**config.mk**
```make
export PLATFORM = sky130hd
export DESIGN_NAME = uart_word_tx
export DESIGN_NICKNAME = d
export VERILOG_FILES = /design/src/rtl/uart_word_tx_pkg.sv /design/src/rtl/uart_word_tx_word_fifo.sv /design/src/rtl/uart_word_tx.sv
export SDC_FILE = /design/constraint.sdc
export NUM_CORES = 1
export LEC_CHECK = 0
export ABC_AREA = 1
export BUFFER_PORTS_ARGS = -buffer_cell sky130_fd_sc_hd__buf_4
export CAP_MARGIN = 5
export CORE_UTILIZATION = 30
export CTS_CLUSTER_SIZE = 10
export DETAILED_ROUTE_END_ITERATION = 10
export SLEW_MARGIN = 25
export SYNTH_ARGS = -nofsm -noshare
export SYNTH_HDL_FRONTEND = slang
export SYNTH_SLANG_ARGS = --single-unit
```
**constraint.sdc**
```tcl
create_clock -name clk -period 2.95 [get_ports clk]
set_input_delay 0.295 -clock clk [delete_from_list [all_inputs] [get_ports clk]]
set_output_delay 0.295 -clock clk [all_outputs]
set_load 0.02 [all_outputs]
```
**src/rtl/uart_word_tx_pkg.sv**
```systemverilog
`default_nettype none
// ============================================================================
// Module      : uart_word_tx_pkg
// Description : Shared constants for the word-to-byte UART feeder.
// Revision    : 1.0 - initial release
// ============================================================================
package uart_word_tx_pkg;

    localparam int BYTE_BITS = 8;

    localparam logic [2:0] c_st_idle      = 3'd0;
    localparam logic [2:0] c_st_load      = 3'd1;
    localparam logic [2:0] c_st_send      = 3'd2;
    localparam logic [2:0] c_st_wait_busy = 3'd3;
    localparam logic [2:0] c_st_wait_done = 3'd4;

endpackage
`default_nettype wire

```
**src/rtl/uart_word_tx_word_fifo.sv**
```systemverilog
`default_nettype none
// ============================================================================
// Module      : word_fifo
// Description : Power-of-two word FIFO with extra-MSB pointers and a
//               registered full flag.
// Revision    : 1.0 - initial release
// ============================================================================
module word_fifo #(
    parameter int WIDTH = 32,
    parameter int DEPTH = 4
) (
    input  logic             clk,
    input  logic             resetn,
    input  logic             push,
    input  logic [WIDTH-1:0] wdata,
    input  logic             pop,
    output logic             full,
    output logic             empty,
    output logic [WIDTH-1:0] rdata
);

    localparam int c_addr_bits = $clog2(DEPTH);

    logic [WIDTH-1:0]     r_mem [DEPTH];
    logic [c_addr_bits:0] r_wptr;
    logic [c_addr_bits:0] r_rptr;
    logic                 r_full;
    logic [c_addr_bits:0] w_wptr_next;
    logic [c_addr_bits:0] w_rptr_next;
    logic                 w_push;
    logic                 w_pop;
    logic                 w_full_next;

    assign empty = (r_wptr == r_rptr);
    assign full  = r_full;
    assign rdata = r_mem[r_rptr[c_addr_bits-1:0]];

    assign w_push      = push & ~r_full;
    assign w_pop       = pop & ~empty;
    assign w_wptr_next = r_wptr + {{c_addr_bits{1'b0}}, w_push};
    assign w_rptr_next = r_rptr + {{c_addr_bits{1'b0}}, w_pop};

    // Full is computed from the next pointers so the registered flag is never a cycle late.
    assign w_full_next = (w_wptr_next[c_addr_bits] != w_rptr_next[c_addr_bits]) &&
                         (w_wptr_next[c_addr_bits-1:0] == w_rptr_next[c_addr_bits-1:0]);

    always_ff @(posedge clk or negedge resetn) begin
        if (!resetn) begin
            r_wptr <= '0;
            r_rptr <= '0;
            r_full <= 1'b0;
        end else begin
            r_wptr <= w_wptr_next;
            r_rptr <= w_rptr_next;
            r_full <= w_full_next;
        end
    end

    always_ff @(posedge clk) begin
        if (w_push) begin
            r_mem[r_wptr[c_addr_bits-1:0]] <= wdata;
        end
    end

endmodule
`default_nettype wire

```
**src/rtl/uart_word_tx.sv**
```systemverilog
`default_nettype none
// ============================================================================
// Module      : uart_word_tx
// Description : Buffers words and feeds them LSB-byte-first to a UART
//               transmitter using a tx_en / tx_busy handshake.
// Revision    : 1.0 - initial release
// ============================================================================
module uart_word_tx
    import uart_word_tx_pkg::*;
#(
    parameter int WORD_BITS  = 32,
    parameter int FIFO_DEPTH = 4
) (
    input  logic                 clk,
    input  logic                 resetn,
    input  logic                 in_valid,
    output logic                 in_ready,
    input  logic [WORD_BITS-1:0] in_data,
    output logic                 tx_en,
    output logic [7:0]           tx_data,
    input  logic                 tx_busy,
    output logic                 idle
);

    localparam int c_num_bytes = WORD_BITS / BYTE_BITS;
    localparam int c_cnt_bits  = (c_num_bytes > 1) ? $clog2(c_num_bytes) : 1;
    localparam logic [c_cnt_bits-1:0] c_last_byte = c_cnt_bits'(c_num_bytes - 1);

    logic [2:0]            r_state;
    logic [2:0]            w_state_next;
    logic [WORD_BITS-1:0]  r_shift;
    logic [WORD_BITS-1:0]  w_shift_next;
    logic [c_cnt_bits-1:0] r_cnt;
    logic [7:0]            r_tx_data;
    logic                  r_ready_en;
    logic                  w_fifo_full;
    logic                  w_fifo_empty;
    logic [WORD_BITS-1:0]  w_fifo_rdata;
    logic                  w_push;
    logic                  w_pop;

    // r_ready_en keeps in_ready low during reset and lifts it on the first edge afterwards.
    assign in_ready     = r_ready_en & ~w_fifo_full;
    assign w_push       = in_valid & in_ready;
    assign w_pop        = (r_state == c_st_load);
    assign w_shift_next = r_shift >> BYTE_BITS;
    assign tx_en        = (r_state == c_st_send);
    assign tx_data      = r_tx_data;
    assign idle         = w_fifo_empty && (r_state == c_st_idle);

    word_fifo #(
        .WIDTH (WORD_BITS),
        .DEPTH (FIFO_DEPTH)
    ) u_word_fifo (
        .clk    (clk),
        .resetn (resetn),
        .push   (w_push),
        .wdata  (in_data),
        .pop    (w_pop),
        .full   (w_fifo_full),
        .empty  (w_fifo_empty),
        .rdata  (w_fifo_rdata)
    );

    always_comb begin
        w_state_next = r_state;
        case (r_state)
            c_st_idle:      if (!w_fifo_empty && !tx_busy) w_state_next = c_st_load;
            c_st_load:      w_state_next = c_st_send;
            c_st_send:      w_state_next = c_st_wait_busy;
            c_st_wait_busy: if (tx_busy) w_state_next = c_st_wait_done;
            c_st_wait_done: begin
                if (!tx_busy) begin
                    w_state_next = (r_cnt == c_last_byte) ? c_st_idle : c_st_send;
                end
            end
            default:        w_state_next = c_st_idle;
        endcase
    end

    always_ff @(posedge clk or negedge resetn) begin
        if (!resetn) begin
            r_state    <= c_st_idle;
            r_shift    <= '0;
            r_cnt      <= '0;
            r_tx_data  <= 8'h00;
            r_ready_en <= 1'b0;
        end else begin
            r_state    <= w_state_next;
            r_ready_en <= 1'b1;
            case (r_state)
                c_st_load: begin
                    r_shift   <= w_fifo_rdata;
                    r_cnt     <= '0;
                    r_tx_data <= w_fifo_rdata[BYTE_BITS-1:0];
                end
                c_st_wait_done: begin
                    // tx_data is loaded together with the move to SEND so it stays put until the next pulse.
                    if (!tx_busy && (r_cnt != c_last_byte)) begin
                        r_shift   <= w_shift_next;
                        r_cnt     <= r_cnt + c_cnt_bits'(1);
                        r_tx_data <= w_shift_next[BYTE_BITS-1:0];
                    end
                end
                default: ;
            endcase
        end
    end

endmodule
`default_nettype wire

```
==> After elaboration in Yosys (flattened, before gate mapping) <==
Memory sizes are Yosys's and may differ from the RTL's.
Cells that the tools add are included.
{ "totals": {"latch_bits": 0, "romBits": 0, "out_inout_bits": 11, "input_bits": 36, "regBits": 53, "elab_cells": 54, "mem_bits_rw": 128, "memories": 1} }
{ "classes": {"n_bitwise": 6, "addsub": 3, "n_mul": 0, "muxes": 13, "n_shift": 0, "n_div": 0, "magnitude_cmp": 0, "n_eq_ne": 13, "n_reduce_logical": 10} }
{ "memory_table": {"columns": ["memory", "words", "word_bits", "read_ports", "rd_ports_with_merged_regs", "wr", "line_no", "text"], "rows": [
  ["u_word_fifo.r_mem", 4, 32, 1, 0, 1, "uart_word_tx_word_fifo.sv:24", "logic [WIDTH-1:0] r_mem [DEPTH];"]
]} }
{ "ops": {"columns": ["cell", "count"], "rows": [
  ["32-bit case mux with 2 select lines", 1],
  ["32-bit two-way mux", 1],
  ["8-bit case mux with 2 select lines", 1],
  ["3-bit case mux with 5 select lines", 1],
  ["3-bit two-way mux", 3],
  ["8-bit two-way mux", 1],
  ["2-bit inequality test, second input constant", 4],
  ["3-bit by 1-bit adder with 3-bit output", 2],
  ["3-bit by 2-bit equality test with 1-bit output, second input constant", 2],
  ["1-bit AND", 4],
  ["1-bit logical AND", 4],
  ["2-bit two-way mux", 2],
  ["2-bit case mux with 2 select lines", 1],
  ["3-bit by 1-bit equality test with 1-bit output, second input constant", 1],
  ["3-bit equality test", 1],
  ["3-bit equality test, second input constant", 1],
  ["3-bit logical NOT", 1],
  ["3-bit AND reduction", 1],
  ["2-bit by 1-bit adder with 2-bit output, second input constant", 1],
  ["2-bit equality test", 1],
  ["2-bit equality test, second input constant", 1],
  ["1-bit logical NOT", 2],
  ["1-bit two-way mux", 2],
  ["2-bit by 1-bit inequality test with 1-bit output, second input constant", 1],
  ["4 further kinds", 5]
]} }

==> Longest topological paths before layout <==
{ "depth": {"depth_word": 7, "ltp_mapped": 14, "mapped_depth_nobuf": 13} }

==> Cells and area by module <==
Synthesis repeated with hierarchy kept, for this count alone.
{ "hier_totals": {"hier_cells": 636, "area_unflattened_um2": 7175.6} }
{ "modules_own_cells": {"columns": ["module", "area_per_inst_um2", "n_inst", "seq_area_each_um2", "cells_each"], "rows": [
  ["word_fifo", 5149.9, 1, 4018.9, 363],
  ["uart_word_tx", 2025.7, 1, 950.9, 273]
]} }

==> Least setup slack after synthesis <==
OpenSTA, ideal clock, no wires.
{ "synth_path": {"path_type": "register to register", "startpoint": "register u_word_fifo.r_full, in the netlist u_word_fifo.full", "endpoint": "memory u_word_fifo.r_mem[2][0] (enable)", "period_less_slack_ns": 3.558, "arrival_time_ns": 3.097, "setup_time_ns": 0.461, "stages_incl_launch_ff": 4, "setup_slack_ns": -0.608, "path_cell_list": "dfrtp_1 nor2_1 nand2_1 nor3_1"} }
{ "synth_between": {"elab_chain_len": 6} }
{ "synth_lines": {"columns": ["item", "line_no", "text"], "rows": [
  ["from (decl)", "uart_word_tx_word_fifo.sv:27", "logic r_full;"],
  ["from (signal assigned)", "uart_word_tx_word_fifo.sv:55", "r_full <= w_full_next;"],
  ["1-bit inverter", "uart_word_tx.sv:43", "assign in_ready = r_ready_en & ~w_fifo_full;"],
  ["1-bit AND", "uart_word_tx.sv:43", null],
  ["net in_ready", "uart_word_tx.sv:17", "output logic in_ready,"],
  ["1-bit AND", "uart_word_tx.sv:44", "assign w_push = in_valid & in_ready;"],
  ["1-bit AND", "uart_word_tx_word_fifo.sv:38", "assign w_push = push & ~r_full;"],
  ["1-bit two-way mux", "uart_word_tx_word_fifo.sv:60", "if (w_push) begin"],
  ["1-bit two-way mux (not written as such)", "uart_word_tx_word_fifo.sv:61", "r_mem[r_wptr[c_addr_bits-1:0]] <= wdata;"],
  ["to (decl)", "uart_word_tx_word_fifo.sv:24", null]
]} }
The timed path passes the listed nets, and every way through them passes these cells.

==> Worst setup path in the final report <==
{ "layout_path": {"startpoint": "register r_state[0]", "endpoint": "register r_shift[14]"} }
{ "layout_between": {"elab_chain_len": 3} }
{ "layout_lines": {"columns": ["item", "line_no", "text"], "rows": [
  ["from (decl)", "uart_word_tx.sv:29", "logic [2:0] r_state;"],
  ["from (signal assigned)", "uart_word_tx.sv:83", "r_state <= c_st_idle;"],
  ["from (signal assigned)", "uart_word_tx.sv:89", "r_state <= w_state_next;"],
  ["3-bit equality test or 3-bit by 1-bit equality test with 1-bit output (tied branches)", "uart_word_tx.sv:91", "case (r_state)"],
  ["2-bit inequality test (no line) or 2-bit nonzero test (tied branches)", null, null],
  ["2-bit AND reduction (no line)", null, null],
  ["to (signal assigned)", "uart_word_tx.sv:93", "r_shift <= w_fifo_rdata;"],
  ["to (signal assigned)", "uart_word_tx.sv:100", "r_shift <= w_shift_next;"],
  ["to (decl)", "uart_word_tx.sv:31", "logic [WORD_BITS-1:0] r_shift;"]
]} }
Several ways; a longest one is shown, not always the timed one.
A chain may end at the register's enable or synchronous reset.

==> metrics.csv <==
stage,metric,value,unit
sta,Tmin final,1972,ps
worst_setup_path,worst r2r src,r_state[0]$_DFFE_PN0P_,
logic_synthesis,Avg Synthesized Cell Area,10.68,um2
route,drt via density,4.392,
sta,unrepaired setup endpoints after global routing,no,
floorplan,num ports,47,
worst_setup_path,RR Endpoint,r_shift[14]$_DFFE_PN0P_,
floorplan,chip height,159.3,um
logic_synthesis,post-synth top area share,51.79,%
pwr,Lkg Pwr,3.767,nW
global_routing,pin count of the biggest net entering global routing,58,
min_path,Hold Crit Start,in_data[3],
min_path,Min-Delay Endpoint,u_word_fifo.r_mem[1][3]$_DFFE_PP_,
sta,Worst Tran Pin Value,900.1,ps
cells_and_area,Layout fillers,2387,
logic_synthesis,synthesized netlist cell count,695,
sta,Slew Limit Fails,0,
worst_setup_path,Worst setup EP type,flop,
route,ANT nets after route,0,
logic_synthesis,syn_nets,736,
logic_synthesis,ys async rst share,26.01,%
logic_synthesis,Seq cells post-synth,173,
floorplan,die footprint,25370,um2
logic_synthesis,largest cells by area after synthesis,"edfxtp_1 (52%), dfrtp_1 (15%), nand2_1 (7.6%)",
logic_synthesis,"Top FF cell, synth",edfxtp_1,
status,status,finished clean,
floorplan,Core Area,24320,um2
logic_synthesis,Mapped Area,7422,um2
clocking,Clk Tree Root Cell,clkbuf_16,
sta,TNS Setup,0,ps
cells_and_area,fin util,35.70,%
placement,Area after DPL,8066,um2
logic_synthesis,most frequent cells after synthesis,"nand2_1 (150), edfxtp_1 (128), nand3_1 (106)",
cells_and_area,ant diodes,0,
route,Pre-antenna DRT Iters,4,
sta,Fmax,507.1,MHz
clocking,CTS tree,yes,
global_routing,Total Routing Usage GR,12.74,%
worst_setup_path,type of origin of the critical path,flop,
route,First DRT Iteration DRCs,298,
job,Max-Cap Viols,0,
logic_synthesis,Netlist cell types,26,
sta,relative max-transition margin,39.78,%
worst_setup_path,Worst Path Max Fanout,51,
global_routing,number of global-route vias before repair,4796,
clocking,Post-CTS Setup Inserts,0,
placement,GPL Wtd Cong,0.7617,
worst_setup_path,crit-path cells,nor2_4 > nand2_2 > or2_2 > nand3_1 > nand2_1,
sta,Final Cycle Share,66.85,%
logic_synthesis,Yosys top cell by area,edfxtp_1,
clocking,CTS HTree Levels,4,
worst_setup_path,CP max stage cell,nand2_2,
global_routing,initial antenna violation count,0,
placement,Port Buffers,46,
logic_synthesis,most common cell in the netlist,nand2_1,
worst_setup_path,R2R setup slack,980,ps
worst_setup_path,r2r worst-path depth,5,
sta,Fin Clk Skew,11.46,ps
sta,setup violators final,0,
worst_setup_path,Worst path max stage delay,510,ps
route,routed wire length,15150,um
worst_setup_path,critical path arrival,2280,ps
clocking,"CTS clk-pin slew, worst paths",60,ps
logic_synthesis,Post-synth EDFFs,128,
pwr,Max IR drop VDD,0.5338,mV
cells_and_area,P&R area growth vs syn,16.98,%
clocking,number of clock sinks,173,
placement,DP HPWL,9234,um
clocking,"Clk Latency, worst-skew pair",420,ps
route,drt wl/cell,14.15,um
logic_synthesis,Ys Warns,0,
min_path,hold crit path type,input pin to flop,
cells_and_area,share of cells above drive strength 1,18.07,%
pwr,pwr/cell area,956.2,nW/um2
floorplan,die width,159.3,um
clocking,cts bufs inserted,17,
min_path,worst hold stages,1,
route,DRC viols,0,
clocking,Bufs on Longest Clock Path,2,
worst_setup_path,"Data required, critical path",3260,ps
global_routing,grt ovf,0,
floorplan,initial core utilization,30.52,%
worst_setup_path,Setup crit start,r_state[0]$_DFFE_PN0P_,
logic_synthesis,sequential element share of the synthesized area,66.96,%
worst_setup_path,CP Class,flop to flop,
cells_and_area,design area,8682,um2
cells_and_area,Final nets,775,
sta,Fin. Hold Viols,0,
global_routing,global-route wire length before repair,24930,um
route,Vias,4704,
floorplan,num rows,57,
-- cell type report --
type / instances / area [um2] / share of cell area, %
Clock buffer: 19 / 432.9 / 4.986
Clock inverter: 13 / 172.7 / 1.989
Inverter: 106 / 397.9 / 4.583
Multi-Input combinational cell: 375 / 1842 / 21.21
Sequential cell: 173 / 4971 / 57.26
Tap cell: 324 / 405.4 / 4.669
Timing Repair Buffer: 61 / 460.4 / 5.303
-- worst max-delay path, delay by kind of cell (launching register included) --
family	cells	cell delay, ps
DFF	1	470
and+or+nand+nor	5	1370
-- how the worst max path moves through the flow --
| stage | end | depth (start not counted) |
|---|---|---|
| after floorplan | u_word_fifo.r_mem[2][0]$_DFFE_PP_ | 3 |
| after global placement | r_shift[3]$_DFFE_PN0P_ | 5 |
| after detailed placement | r_shift[14]$_DFFE_PN0P_ | 5 |
| after CTS | r_shift[14]$_DFFE_PN0P_ | 5 |
| after global routing | u_word_fifo.full$_DFF_PN0_ | 12 |
| final | r_shift[14]$_DFFE_PN0P_ | 5 |
-- stage by stage --
| stage | hold slack [ps] | worst slack [ps] | power (mW) | cells |
|---|---|---|---|---|
| final | 73.31 | 978.0 | 8.302 | 1071 |
| after floorplan | -0.5911 | -607.9 | 5.361 | 695 |
| after global routing | 51.50 | 786.7 | 8.885 | 1071 |
| after CTS | 58.79 | 917.6 | 8.395 | 1071 |
| after detailed placement | 340.1 | 912.3 | 6.099 | 1038 |
| after global placement | 344.6 | 1048 | 6.057 | 1038 |
-- cell usage in the layout, fill, tap and decap left out, drive strengths merged --
cell,instances
xor2,2
xnor2,3
or2,48
buf,60
o21ai,18
edfxtp,128
clkinvlp,3
ha,5
dfrtp,45
nand4,12
nand3,106
inv,106
nand2,152
clkinv,6
bufinv,4
conb,1
a21oi,16
and2,1
dlygate4sd3,1
nor3,4
nor2,7
clkbuf,19
-- flip-flops by register name, indices dropped and copies added (netlist names) --
signal	cells
r_cnt	2
r_ready_en	1
r_shift	32
r_state	3
u_word_fifo.full	1
u_word_fifo.r_mem	128
u_word_fifo.r_rptr	3
u_word_fifo.r_wptr	3
-- metal layers --
metal / up-vias / track usage [%] / routed length (um)
met4: 0 / 3.671 / 156
met1: 2287 / 15.95 / 7043
met2: 63 / 21.53 / 7355
met3: 11 / 3.464 / 597
met5: - / 0 / 0
li1: 2343 / - / -
-- what timing repair did --
action,in CTS,in global routing
hold endpoints to repair,45,0
hold buffers,1,0
gates resized for setup,0,0
-- cells by family after synthesis --
| logic type | after synthesis | synth area share (%) |
|---|---|---|
| fa+ha+maj | 5 | 0.8429 |
| flops | 173 | 66.96 |
| compound gates | 34 | 2.293 |
| simple gates | 330 | 20.77 |
| buf+inv | 147 | 8.496 |
| other cells | 1 | 0.05052 |
| xor+xnor | 5 | 0.5901 |
-- power breakdown --
part	leakage, nW	switching (mW)	internal [mW]
Clock	0.285	0.885	1.41
Sequential	1.72	0.257	3.11
Combinational	1.77	1.73	0.916
Total	3.77	2.87	5.43
(Power assumes the default switching activity.)
